$ cat config.mk
export PLATFORM = sky130hd
export DESIGN_NAME = rackctl_wb_target
export DESIGN_NICKNAME = d
export VERILOG_FILES = /design/src/rtl/rackctl_wb_target.sv
export SDC_FILE = /design/constraint.sdc
export NUM_CORES = 1
export LEC_CHECK = 0
export ABC_AREA = 1
export ABC_CLOCK_PERIOD_IN_PS = 4300
export CORE_MARGIN = 2
export CORE_UTILIZATION = 45
export CTS_BUF_LIST = sky130_fd_sc_hd__clkbuf_16
export DETAILED_ROUTE_END_ITERATION = 8
export PLACE_DENSITY = 0.87
export REMOVE_ABC_BUFFERS = 1
export SLEW_MARGIN = 10
export SYNTH_ARGS = -nofsm -noshare
export SYNTH_HDL_FRONTEND = slang
export SYNTH_SLANG_ARGS = --single-unit
$ cat constraint.sdc
create_clock -name wb_clk_i -period 4.3 [get_ports wb_clk_i]
set_input_delay 1.075 -clock wb_clk_i [delete_from_list [all_inputs] [get_ports wb_clk_i]]
set_output_delay 1.075 -clock wb_clk_i [all_outputs]
set_load 0.01 [all_outputs]
$ cat src/rtl/rackctl_wb_target.sv
// RACKctl SURF-side responder: turns one PHY transaction (parallel strobe or
// 32-bit command stream) into a single WISHBONE master cycle and reports done/err.
module rackctl_wb_target #(
  parameter int TIMEOUT   = 255,
  parameter int ADDR_BITS = 22
) (
  input  logic                 wb_clk_i,
  input  logic                 wb_rst_i,
  input  logic                 mode_i,
  input  logic [23:0]          txn_addr_i,
  input  logic [31:0]          txn_data_i,
  input  logic                 txn_start_i,
  input  logic [31:0]          s_cmd_tdata,
  input  logic                 s_cmd_tvalid,
  output logic                 s_cmd_tready,
  input  logic                 s_cmd_tlast,
  output logic [31:0]          txn_resp_o,
  output logic                 txn_done_o,
  output logic                 txn_err_o,
  output logic                 wb_cyc_o,
  output logic                 wb_stb_o,
  output logic                 wb_we_o,
  output logic [ADDR_BITS-1:0] wb_adr_o,
  output logic [31:0]          wb_dat_o,
  output logic [3:0]           wb_sel_o,
  input  logic [31:0]          wb_dat_i,
  input  logic                 wb_ack_i,
  input  logic                 wb_err_i,
  input  logic                 wb_rty_i,
  output logic                 bridge_err_o,
  input  logic                 err_rst_i
);

  typedef enum logic [1:0] {
    IDLE     = 2'd0,
    CMD_DATA = 2'd1,
    CYCLE    = 2'd2,
    RESP     = 2'd3
  } state_t;

  localparam logic [15:0] TMO_LAST = 16'(TIMEOUT - 1);
  localparam logic [31:0] RESP_ERR = 32'hFFFF_FFFF;

  state_t                 r_state, w_state_nxt;
  logic                   r_mode, w_mode_nxt;
  logic                   r_cyc, w_cyc_nxt;
  logic                   r_we, w_we_nxt;
  logic [ADDR_BITS-1:0]   r_adr, w_adr_nxt;
  logic [31:0]            r_dat, w_dat_nxt;
  logic [15:0]            r_tmo_cnt, w_tmo_cnt_nxt;
  logic [31:0]            r_resp, w_resp_nxt;
  logic                   r_done, w_done_nxt;
  logic                   r_err, w_err_nxt;
  logic                   r_bridge_err;
  logic                   w_bridge_set;
  logic                   w_tready;
  logic                   w_term;
  logic                   w_unused;

  // Reserved address bit and the command word's upper byte carry no meaning here.
  assign w_unused = ^{txn_addr_i[22], s_cmd_tdata[31:24], s_cmd_tdata[22]};

  assign w_term = wb_ack_i | wb_err_i | wb_rty_i;

  // NOTE: every signal written below gets a default first, so no path through
  // the case statement can leave one unassigned and infer a latch.
  always_comb begin
    w_state_nxt   = r_state;
    w_mode_nxt    = r_mode;
    w_cyc_nxt     = r_cyc;
    w_we_nxt      = r_we;
    w_adr_nxt     = r_adr;
    w_dat_nxt     = r_dat;
    w_tmo_cnt_nxt = r_tmo_cnt;
    w_resp_nxt    = r_resp;
    w_done_nxt    = 1'b0;
    w_err_nxt     = 1'b0;
    w_bridge_set  = 1'b0;
    w_tready      = 1'b0;

    case (r_state)
      IDLE: begin
        w_mode_nxt = mode_i;
        w_tready   = r_mode;
        if (!r_mode && txn_start_i) begin
          w_adr_nxt     = txn_addr_i[ADDR_BITS-1:0];
          w_we_nxt      = ~txn_addr_i[23];
          w_dat_nxt     = txn_data_i;
          w_cyc_nxt     = 1'b1;
          w_tmo_cnt_nxt = '0;
          w_state_nxt   = CYCLE;
        end else if (r_mode && s_cmd_tvalid) begin
          w_adr_nxt = s_cmd_tdata[ADDR_BITS-1:0];
          w_we_nxt  = ~s_cmd_tdata[23];
          if (s_cmd_tdata[23]) begin
            w_cyc_nxt     = 1'b1;
            w_tmo_cnt_nxt = '0;
            w_state_nxt   = CYCLE;
          end else if (!s_cmd_tlast) begin
            w_state_nxt = CMD_DATA;
          end else begin
            // A write command with no data word is a framing error.
            w_resp_nxt   = RESP_ERR;
            w_err_nxt    = 1'b1;
            w_bridge_set = 1'b1;
            w_state_nxt  = RESP;
          end
        end
      end

      CMD_DATA: begin
        w_tready = 1'b1;
        if (s_cmd_tvalid) begin
          w_dat_nxt     = s_cmd_tdata;
          w_cyc_nxt     = 1'b1;
          w_tmo_cnt_nxt = '0;
          w_state_nxt   = CYCLE;
        end
      end

      CYCLE: begin
        if (w_term) begin
          w_cyc_nxt   = 1'b0;
          w_state_nxt = RESP;
          if (wb_err_i || wb_rty_i) begin
            w_resp_nxt   = RESP_ERR;
            w_err_nxt    = 1'b1;
            w_bridge_set = 1'b1;
          end else begin
            w_resp_nxt = r_we ? r_dat : wb_dat_i;
            w_done_nxt = 1'b1;
          end
        end else if (r_tmo_cnt == TMO_LAST) begin
          w_cyc_nxt    = 1'b0;
          w_resp_nxt   = RESP_ERR;
          w_err_nxt    = 1'b1;
          w_bridge_set = 1'b1;
          w_state_nxt  = RESP;
        end else begin
          w_tmo_cnt_nxt = r_tmo_cnt + 16'd1;
        end
      end

      RESP: begin
        w_state_nxt = IDLE;
      end

      default: begin
        w_state_nxt = IDLE;
      end
    endcase

    // A parallel-mode strobe outside IDLE has nowhere to go.
    if (r_state != IDLE && !r_mode && txn_start_i) begin
      w_bridge_set = 1'b1;
    end
  end

  // NOTE: state registers use non-blocking assignments so every flop samples
  // the pre-edge value of every other flop, independent of statement order.
  always_ff @(posedge wb_clk_i) begin
    if (wb_rst_i) begin
      r_state      <= IDLE;
      r_mode       <= 1'b0;
      r_cyc        <= 1'b0;
      r_we         <= 1'b0;
      r_adr        <= '0;
      r_dat        <= '0;
      r_tmo_cnt    <= '0;
      r_resp       <= '0;
      r_done       <= 1'b0;
      r_err        <= 1'b0;
      r_bridge_err <= 1'b0;
    end else begin
      r_state      <= w_state_nxt;
      r_mode       <= w_mode_nxt;
      r_cyc        <= w_cyc_nxt;
      r_we         <= w_we_nxt;
      r_adr        <= w_adr_nxt;
      r_dat        <= w_dat_nxt;
      r_tmo_cnt    <= w_tmo_cnt_nxt;
      r_resp       <= w_resp_nxt;
      r_done       <= w_done_nxt;
      r_err        <= w_err_nxt;
      // Set beats clear when both land on the same edge.
      r_bridge_err <= w_bridge_set | (r_bridge_err & ~err_rst_i);
    end
  end

  assign s_cmd_tready = w_tready;
  assign txn_resp_o   = r_resp;
  assign txn_done_o   = r_done;
  assign txn_err_o    = r_err;
  assign wb_cyc_o     = r_cyc;
  assign wb_stb_o     = r_cyc;
  assign wb_we_o      = r_we;
  assign wb_adr_o     = r_adr;
  assign wb_dat_o     = r_dat;
  assign wb_sel_o     = 4'hF;
  assign bridge_err_o = r_bridge_err;

endmodule
**Word level (Yosys, flattened, before mapping)**

Cells that the tools add are included.

- Flip-flop bits (word level): 110
- Input port bits: 130
- Output and inout port bits: 97
- Logic and storage cells: 104

- Add/sub/neg operators: 1
- Equality and inequality tests: 15
- Mux-type cells: 49
- Bitwise logic cells: 9
- Reduce and logical (&&, ||, !) cells: 19

Operators with widths:

| cell | number |
|---|---|
| 32-bit two-way mux | 10 |
| 32-bit case mux with 2 select lines | 2 |
| 16-bit two-way mux | 6 |
| 16-bit case mux with 3 select lines | 1 |
| 22-bit two-way mux | 2 |
| 1-bit two-way mux | 17 |
| 16-bit by 1-bit adder with 16-bit output (second input constant) | 1 |
| 16-bit by 8-bit == test with 1-bit output (second input constant) | 1 |
| 2-bit != test (second input constant) | 8 |
| 2-bit two-way mux | 7 |
| 6-bit AND reduction | 2 |
| 3-bit != test (second input constant) | 3 |
| 2-bit case mux with 4 select lines | 1 |
| 2-bit nonzero test | 4 |
| 3-bit AND reduction | 2 |
| 1-bit inverter | 5 |
| 5-bit AND reduction | 1 |
| 2-bit == test (second input constant) | 2 |
| 1-bit logical AND | 4 |
| 1-bit case mux with 2 select lines | 2 |
| 1-bit bitwise OR | 3 |
| 1-bit case mux with 3 select lines | 1 |
| 3-bit nonzero test | 1 |
| 3-bit OR reduction | 1 |
| other kinds (6) | 6 |

**Logic depth before layout (Yosys ltp)**

Gate-level depths: netlist (run 1).

- Word-level depth: 7
- Gate-level depth with buffers: 12
- Depth with buffers taken out: 11

**Worst setup path after synthesis (run 1)**

No wires, ideal clock.

- Path kind: register to output
- From: reg r_state[1]
- To: out s_cmd_tready
- Data arrival time: 1.237 ns
- Data required time: 3.225 ns
- Path slack: 1.988 ns
- Stages on the path, launching flop included: 7
- Buffers on the path: 2
- Path through: dfxtp_1 -> inv_1 -> ha_1 -> buf_4 -> inv_2 -> clkbuf_1 -> o21ai_0

- Longest elaborated chain between the ends: 2
- Elaborated cells on any way between the ends: 3
- Classes of those cells: eq/ne: 1; mux: 1; reduce/logical: 1

Ends and longest elaborated chain:

| element | line | RTL |
|---|---|---|
| start: declaration | 44 | `state_t r_state, w_state_nxt;` |
| start signal: assignment | 175 | `r_state <= w_state_nxt;` |
| 2-bit by 1-bit == test with 1-bit output / 2-bit logical NOT (equally long branches) | 81 | `case (r_state)` |
| 1-bit case mux with 2 select lines (*) | 81 |  |
| end: declaration | 15 | `output logic s_cmd_tready,` |

Mark *: on every way between the ends. The rest lies on a longest branch, timed or not.

**Final worst setup path (run 1)**

Ends and elaborated chain as after synthesis.

==> impl_metrics.tcl, run 1 <==
set metrics [dict create \
    io_pins 227 \
    die_y_microns 116 \
    p_int_uw 2980 \
    num_rows 40 \
    ir_drop_uv 523 \
    yosys-top-cells-count "246 x nand2_1, 139 x nor2_1, 110 x dfxtp_1, 55 x a31oi_1, 44 x o21ai_0" \
    status "completed" \
    critPathLaunchType "register" \
    crit_slowest_cell "clkdlybuf4s50_1" \
    wl_per_cell_microns 15.9 \
    start_util 0.464 \
    port_buffers 221 \
    syn_inst 806 \
    grt_pass1_vias 5562 \
    async_reset_ff_frac 0 \
    grt_start_max_net_pins 65 \
    cts_buffer_depth 2 \
    ant_nets 0 \
    syn_area_per_cell_sq_um 6.95 \
    slew_violations 0 \
    fillCellCount 994 \
    maxCapViolations 0 \
    rsz0062_at_grt "false" \
    power_frac_seq 0.319 \
    post-route-min-period_ns 3.07 \
    grt_pass1_wl_microns 28300 \
    worstHoldPathType "reg2reg" \
    setup_tns_ns 0 \
    root_buffer "clkbuf_16" \
    grt_antenna_before_repair 1 \
    crit_type "reg2out" \
    crit_arrival_ns 1.99 \
    crit_path_end_kind "output pin" \
    hold_violations 0 \
    synth-seq-cells 110 \
    yosys_warnings 0 \
    finalSetupViolations 0 \
    die_w_microns 116 \
    cts_made_buffers 9 \
    totalWireLength_microns 18600 \
    nets 1134 \
    synth_seq_area_share 0.393 \
    grt-ovfl-total 0 \
    drc_errors 0 \
    via_per_inst 5.20 \
    worst_slew_pin_slew_ns 0.767 \
    fin_crit_sh 0.714 \
    max_slew_margin 0.487 \
    drtIter0Drc 414 \
    utilization 0.677 \
    power.density_nw_per_um2 603 \
    gp_congestion 0.893 \
    multi_input_area_sq_um 2980 \
    htreeDepth 3 \
    dr.pass1.iters 6 \
    syn_to_final_growth_pct 45.8 \
    yosys.area.top_type "dfxtp_1" \
    comb_power_share 0.500 \
    cpPeakStageDelay_ns 0.56 \
    grt_use_total 0.271 \
    path_cells "inv_1 > ha_1 > buf_4 > inv_2 > o21ai_0 > clkdlybuf4s50_1" \
    ys.flop_type "dfxtp_1" \
    drive_gt1_frac 0.0797 \
    fmax_mhz 326 \
    yosys-top-cells-area "dfxtp_1 39%, nand2_1 16%, nor2_1 9.3%" \
    post_cts_buffers 0 \
    synth.distinct_cells 36 \
    cts_tree "done" \
    cp_max_fo 34 \
    synth-edff-count 0 \
    cts_resized 0 \
    yosysMostFrequentCell "nand2_1" \
    crit_required_ns 3.22 \
    p_clk_frac 0.181 \
    clk_latency_ns 0.36 \
    p_switching_uw 1940 \
    coreArea_sq_um 12100 \
    route.vias.total 6101 \
    synthesis.area_sq_um 5600 \
    switching_share 0.395 \
    yosysTopAreaCellShare 0.393 \
    dp.final_hpwl_microns 13100 \
    clock_sinks 110 \
    ff_latch_area_sq_um 2200 \
    cts_hold_buffers 0 \
    dieArea_sq_um 13400 \
    p_leak_uw 0.00326 \
    skew_ns 0.0110 \
    path_clk_slew_ns 0.07 \
]
[logic make-up after synthesis]
group | share of synthesized area
compound gates | 0.136
xor+xnor | 0.0125
fa+ha+maj | 0.0112
buf+inv | 0.0775
flops | 0.393
mux | 0.0644
other cells | 0.000670
simple gates | 0.304
[worst max-delay path, delay by kind of cell (launching register included)]
| kind | cells | cell delay (ns) |
|---|---|---|
| adder cells (fa/ha/maj) | 1 | 0.14 |
| buffers and inverters | 4 | 1.09 |
| AO/OA/AOI/OAI | 1 | 0.09 |
| flip-flops | 1 | 0.33 |
[routing by layer]
layer  vias to the layer above  share of wire  track usage
li1                       2990              -            -
met4                         0          0.041        0.137
met3                        55          0.086       0.0643
met1                      2779           0.40        0.319
met2                       277           0.47        0.459
met5                         -              0            0
[through the flow]
stage	area, sq um	instances	worst slack, ns	hold WS (ns)	total power (uW)
2_1_floorplan	5320	756	1.54	0.466	2800
3_3_place_gp	7840	1156	1.23	0.461	3970
3_5_place_dp	7840	1156	1.20	0.470	4030
4_1_cts	8160	1172	1.20	0.485	4930
5_1_grt	8160	1173	1.10	0.503	5230
6_report	8160	1174	1.23	0.481	4920
[power by group through the flow]
stage	sequential (uW)	combinational (uW)	clock, uW
detailed placement	1580	2450	0
finish	1570	2460	892
global placement	1570	2400	0
global route	1610	2670	946
CTS	1560	2460	907
floorplan	1740	1060	0
[final timing paths]
| path | start | endpoint | slack [ns] | cells after the start |
|---|---|---|---|---|
| max | r_state[1] | s_cmd_tready | 1.23 | 6 |
| min | txn_resp_o[13] | txn_resp_o[13] | 0.48 | 2 |
| max reg2reg | r_state[1] | wb_dat_o[0] | 1.49 | 11 |
| min reg2reg | txn_resp_o[13] | txn_resp_o[13] | 0.48 | 2 |
[sequential cells by signal (all words and copies together) (netlist names)]
register / count
wb_adr_o: 22
bridge_err_o: 1
txn_err_o: 1
r_state: 2
wb_cyc_o: 1
wb_we_o: 1
r_tmo_cnt: 16
txn_done_o: 1
wb_dat_o: 32
r_mode: 1
txn_resp_o: 32
[placed cells by master, fill, tap and decap left out, types with 3 or more instances in the layout]
master / count
a21oi_1: 10
o21ai_0: 44
inv_1: 29
dfxtp_1: 110
nand3_1: 14
xor2_1: 6
or2_1: 3
clkbuf_16: 9
clkdlybuf4s50_1: 221
ha_1: 5
nor2_1: 138
inv_2: 6
buf_4: 10
nor2_2: 4
nand2_2: 5
nand4_1: 3
nand2_1: 246
a31oi_1: 55
o21ai_1: 25
nor3_1: 3
conb_1: 4
clkinv_1: 3
mux2_2: 32
[area by class of cell]
| class | count | share of cell area |
|---|---|---|
| sequential | 110 | 0.270 |
| clock inverter | 7 | 0.0107 |
| timing repair buffer | 232 | 0.283 |
| inverter | 36 | 0.0172 |
| clock buffer | 9 | 0.0276 |
| tap | 168 | 0.0258 |
| multi-input combinational | 610 | 0.366 |
| antenna | 2 | 0.000613 |
No activity file was read; power rests on OpenSTA's default activity.
==> run 2: changes to the inputs <==
--- a/config.mk
+++ b/config.mk
@@ -6,12 +6,12 @@
 export NUM_CORES = 1
 export LEC_CHECK = 0
 export ABC_AREA = 1
-export ABC_CLOCK_PERIOD_IN_PS = 4300
+export ABC_CLOCK_PERIOD_IN_PS = 3200
 export CORE_MARGIN = 2
-export CORE_UTILIZATION = 45
+export CORE_UTILIZATION = 44
 export CTS_BUF_LIST = sky130_fd_sc_hd__clkbuf_16
 export DETAILED_ROUTE_END_ITERATION = 8
-export PLACE_DENSITY = 0.87
+export PLACE_DENSITY = 0.85
 export REMOVE_ABC_BUFFERS = 1
 export SLEW_MARGIN = 10
 export SYNTH_ARGS = -nofsm -noshare
==> constraint.sdc (replaced) <==
create_clock -name wb_clk_i -period 3.2 [get_ports wb_clk_i]
set_input_delay 0.8 -clock wb_clk_i [delete_from_list [all_inputs] [get_ports wb_clk_i]]
set_output_delay 0.8 -clock wb_clk_i [all_outputs]
set_load 0.01 [all_outputs]
==> run 2 against run 1 <==
Net effect: combinational power rose by 36%; worst setup slack got worse by 0.75 ns; hold slack about the same; clock power is 18% higher; routed wire length is 0.89% higher; global-route usage decreased by 0.75 points; non-clock buffer count up 3; critical endpoint unchanged; largest cell class unchanged; total power rose by 32%.
==> impl_metrics.tcl, run 2 (same netlist as run 1, synthesis figures left out) <==
set metrics [dict create \
    status "completed" \
    skew_ns 0.00942 \
    fmax_mhz 368 \
    hold_end "txn_resp_o[23]" \
    post-route-min-period_ns 2.72 \
    fin_crit_sh 0.849 \
    rr_worst_depth 12 \
    rsz0062_at_grt "false" \
    clock_sinks 110 \
    ff_latch_area_sq_um 2200 \
    die_y_microns 117 \
    crit_type "reg2out" \
    p_leak_uw 0.00327 \
    totalWireLength_microns 18800 \
    worst_slew_pin_slew_ns 0.516 \
    path_clk_slew_ns 0.07 \
    finalInstanceArea_sq_um 8140 \
    final_common_cell "nand2_1" \
    drc_errors 0 \
    htreeDepth 3 \
    slew_violations 0 \
    fin_cells 1180 \
    critPathLaunchType "register" \
    grt_pass1_wl_microns 27500 \
    dp.final_hpwl_microns 13400 \
    grt_use_total 0.263 \
    fillCellCount 1087 \
    ant_nets 0 \
    multi_input_area_sq_um 2980 \
    port_buffers 221 \
    r2r_start "r_state[1]" \
    setup_slack_ns 0.483 \
    crit_arrival_ns 1.92 \
    worstHoldPathType "reg2reg" \
    cts_resized 0 \
    hold_ws_ns 0.481 \
    coreArea_sq_um 12500 \
    die_w_microns 117 \
    root_buffer "clkbuf_16" \
    cts_made_buffers 9 \
    drive_gt1_frac 0.0834 \
    clk_latency_ns 0.35 \
    crit_slowest_cell "clkdlybuf4s50_1" \
    ir_drop_uv 535 \
    hold_violations 0 \
    placed_area_sq_um 7870 \
    grt.busiest_layer "met2" \
    placed_cells 1163 \
    drtIter0Drc 559 \
    num_rows 41 \
    finalSetupViolations 0 \
    grt_use_met3 0.0664 \
    nets 1137 \
    final_cell_mix "246 x nand2_1, 221 x clkdlybuf4s50_1, 138 x nor2_1" \
    cts_tree "done" \
    power.density_nw_per_um2 797 \
    crit_path_end_kind "output pin" \
    start_util 0.447 \
    gp_congestion 0.891 \
    post-place-ws_ns 0.576 \
    grt_pass1_vias 5291 \
    via_per_inst 5.08 \
    grt_antenna_before_repair 0 \
    dr.pass1.iters 5 \
    cts_hold_buffers 0 \
    crit_required_ns 2.40 \
    syn_to_final_growth_pct 45.4 \
    regToRegEndpoint "r_tmo_cnt[1]" \
    dieArea_sq_um 13600 \
    maxCapViolations 0 \
    path_cells "inv_1 > ha_1 > inv_2 > o21ai_0 > clkdlybuf4s50_1" \
    wl_per_cell_microns 15.9 \
    max_slew_margin 0.656 \
    use_met1 0.318 \
    io_pins 227 \
    grt-ovfl-total 0 \
    cp_max_fo 8 \
    reg2reg_setup_slack_ns 0.85 \
    setup_tns_ns 0 \
    hold_start "txn_resp_o[23]" \
    route.vias.total 5996 \
    hold_depth 2 \
    cpPeakStageDelay_ns 0.58 \
    cts_buffer_depth 2 \
    grt_start_max_net_pins 65 \
    post_cts_buffers 0 \
    grt_use_met2 0.437 \
]
[run 2: cell types whose count changed in the layout (fill, tap and decap cells not counted), sizes merged]
cell / delta
buf: +3
bufinv: -2
clkinv: +2
clkinvlp: -1
diode: -1
inv: +1
[run 2: per-stage QoR]
step                power, uW  utilization
detailed placement       5450        0.629
floorplan                3760            -
global route             6920        0.650
CTS                      6500        0.650
global placement         5380        0.629
finish                   6490        0.651
[run 2: layout make-up]
type / instances / share of cell area
Clock inverter: 7 / 0.00522
Clock buffer: 9 / 0.0277
Antenna cell: 1 / 0.000307
Multi-Input combinational cell: 610 / 0.366
Timing Repair Buffer: 235 / 0.286
Sequential cell: 110 / 0.271
Inverter: 36 / 0.0172
Tap cell: 172 / 0.0264
[run 2: worst max-delay path: cells and delay by family (launching register included)]
kind                     cells  cell delay (ns)
flip-flops                   1             0.33
AO/OA/AOI/OAI                1             0.15
buffers and inverters        3             0.78
adder cells (fa/ha/maj)      1             0.31
[run 2: layer usage]
layer	part of all wire	vias up	routed length, microns
met2	0.47	223	8890
li1	-	2995	-
met4	0.037	0	701
met3	0.078	40	1470
met5	0	-	0
met1	0.41	2738	7750
[run 2: worst max path at each step]
stage                            from       endpoint  slack [ns]  cells after the start
final                      r_state[0]   s_cmd_tready        0.48                      5
after global routing       r_state[1]   s_cmd_tready        0.30                      5
after CTS                  r_state[0]   s_cmd_tready        0.47                      5
after detailed placement  txn_start_i  r_tmo_cnt[13]        0.58                     10
after global placement    txn_start_i   r_tmo_cnt[1]        0.59                     10
after floorplan            r_state[1]    wb_dat_o[0]        0.71                      8
[run 2: report_power, final]
| group | internal [uW] | switching [uW] | total, uW | leakage [uW] |
|---|---|---|---|---|
| Clock | 525 | 527 | 1050 | 0.000140 |
| Combinational | 1500 | 1840 | 3340 | 0.00222 |
| Sequential | 1830 | 266 | 2090 | 0.000903 |
| Total | 3860 | 2630 | 6490 | 0.00327 |
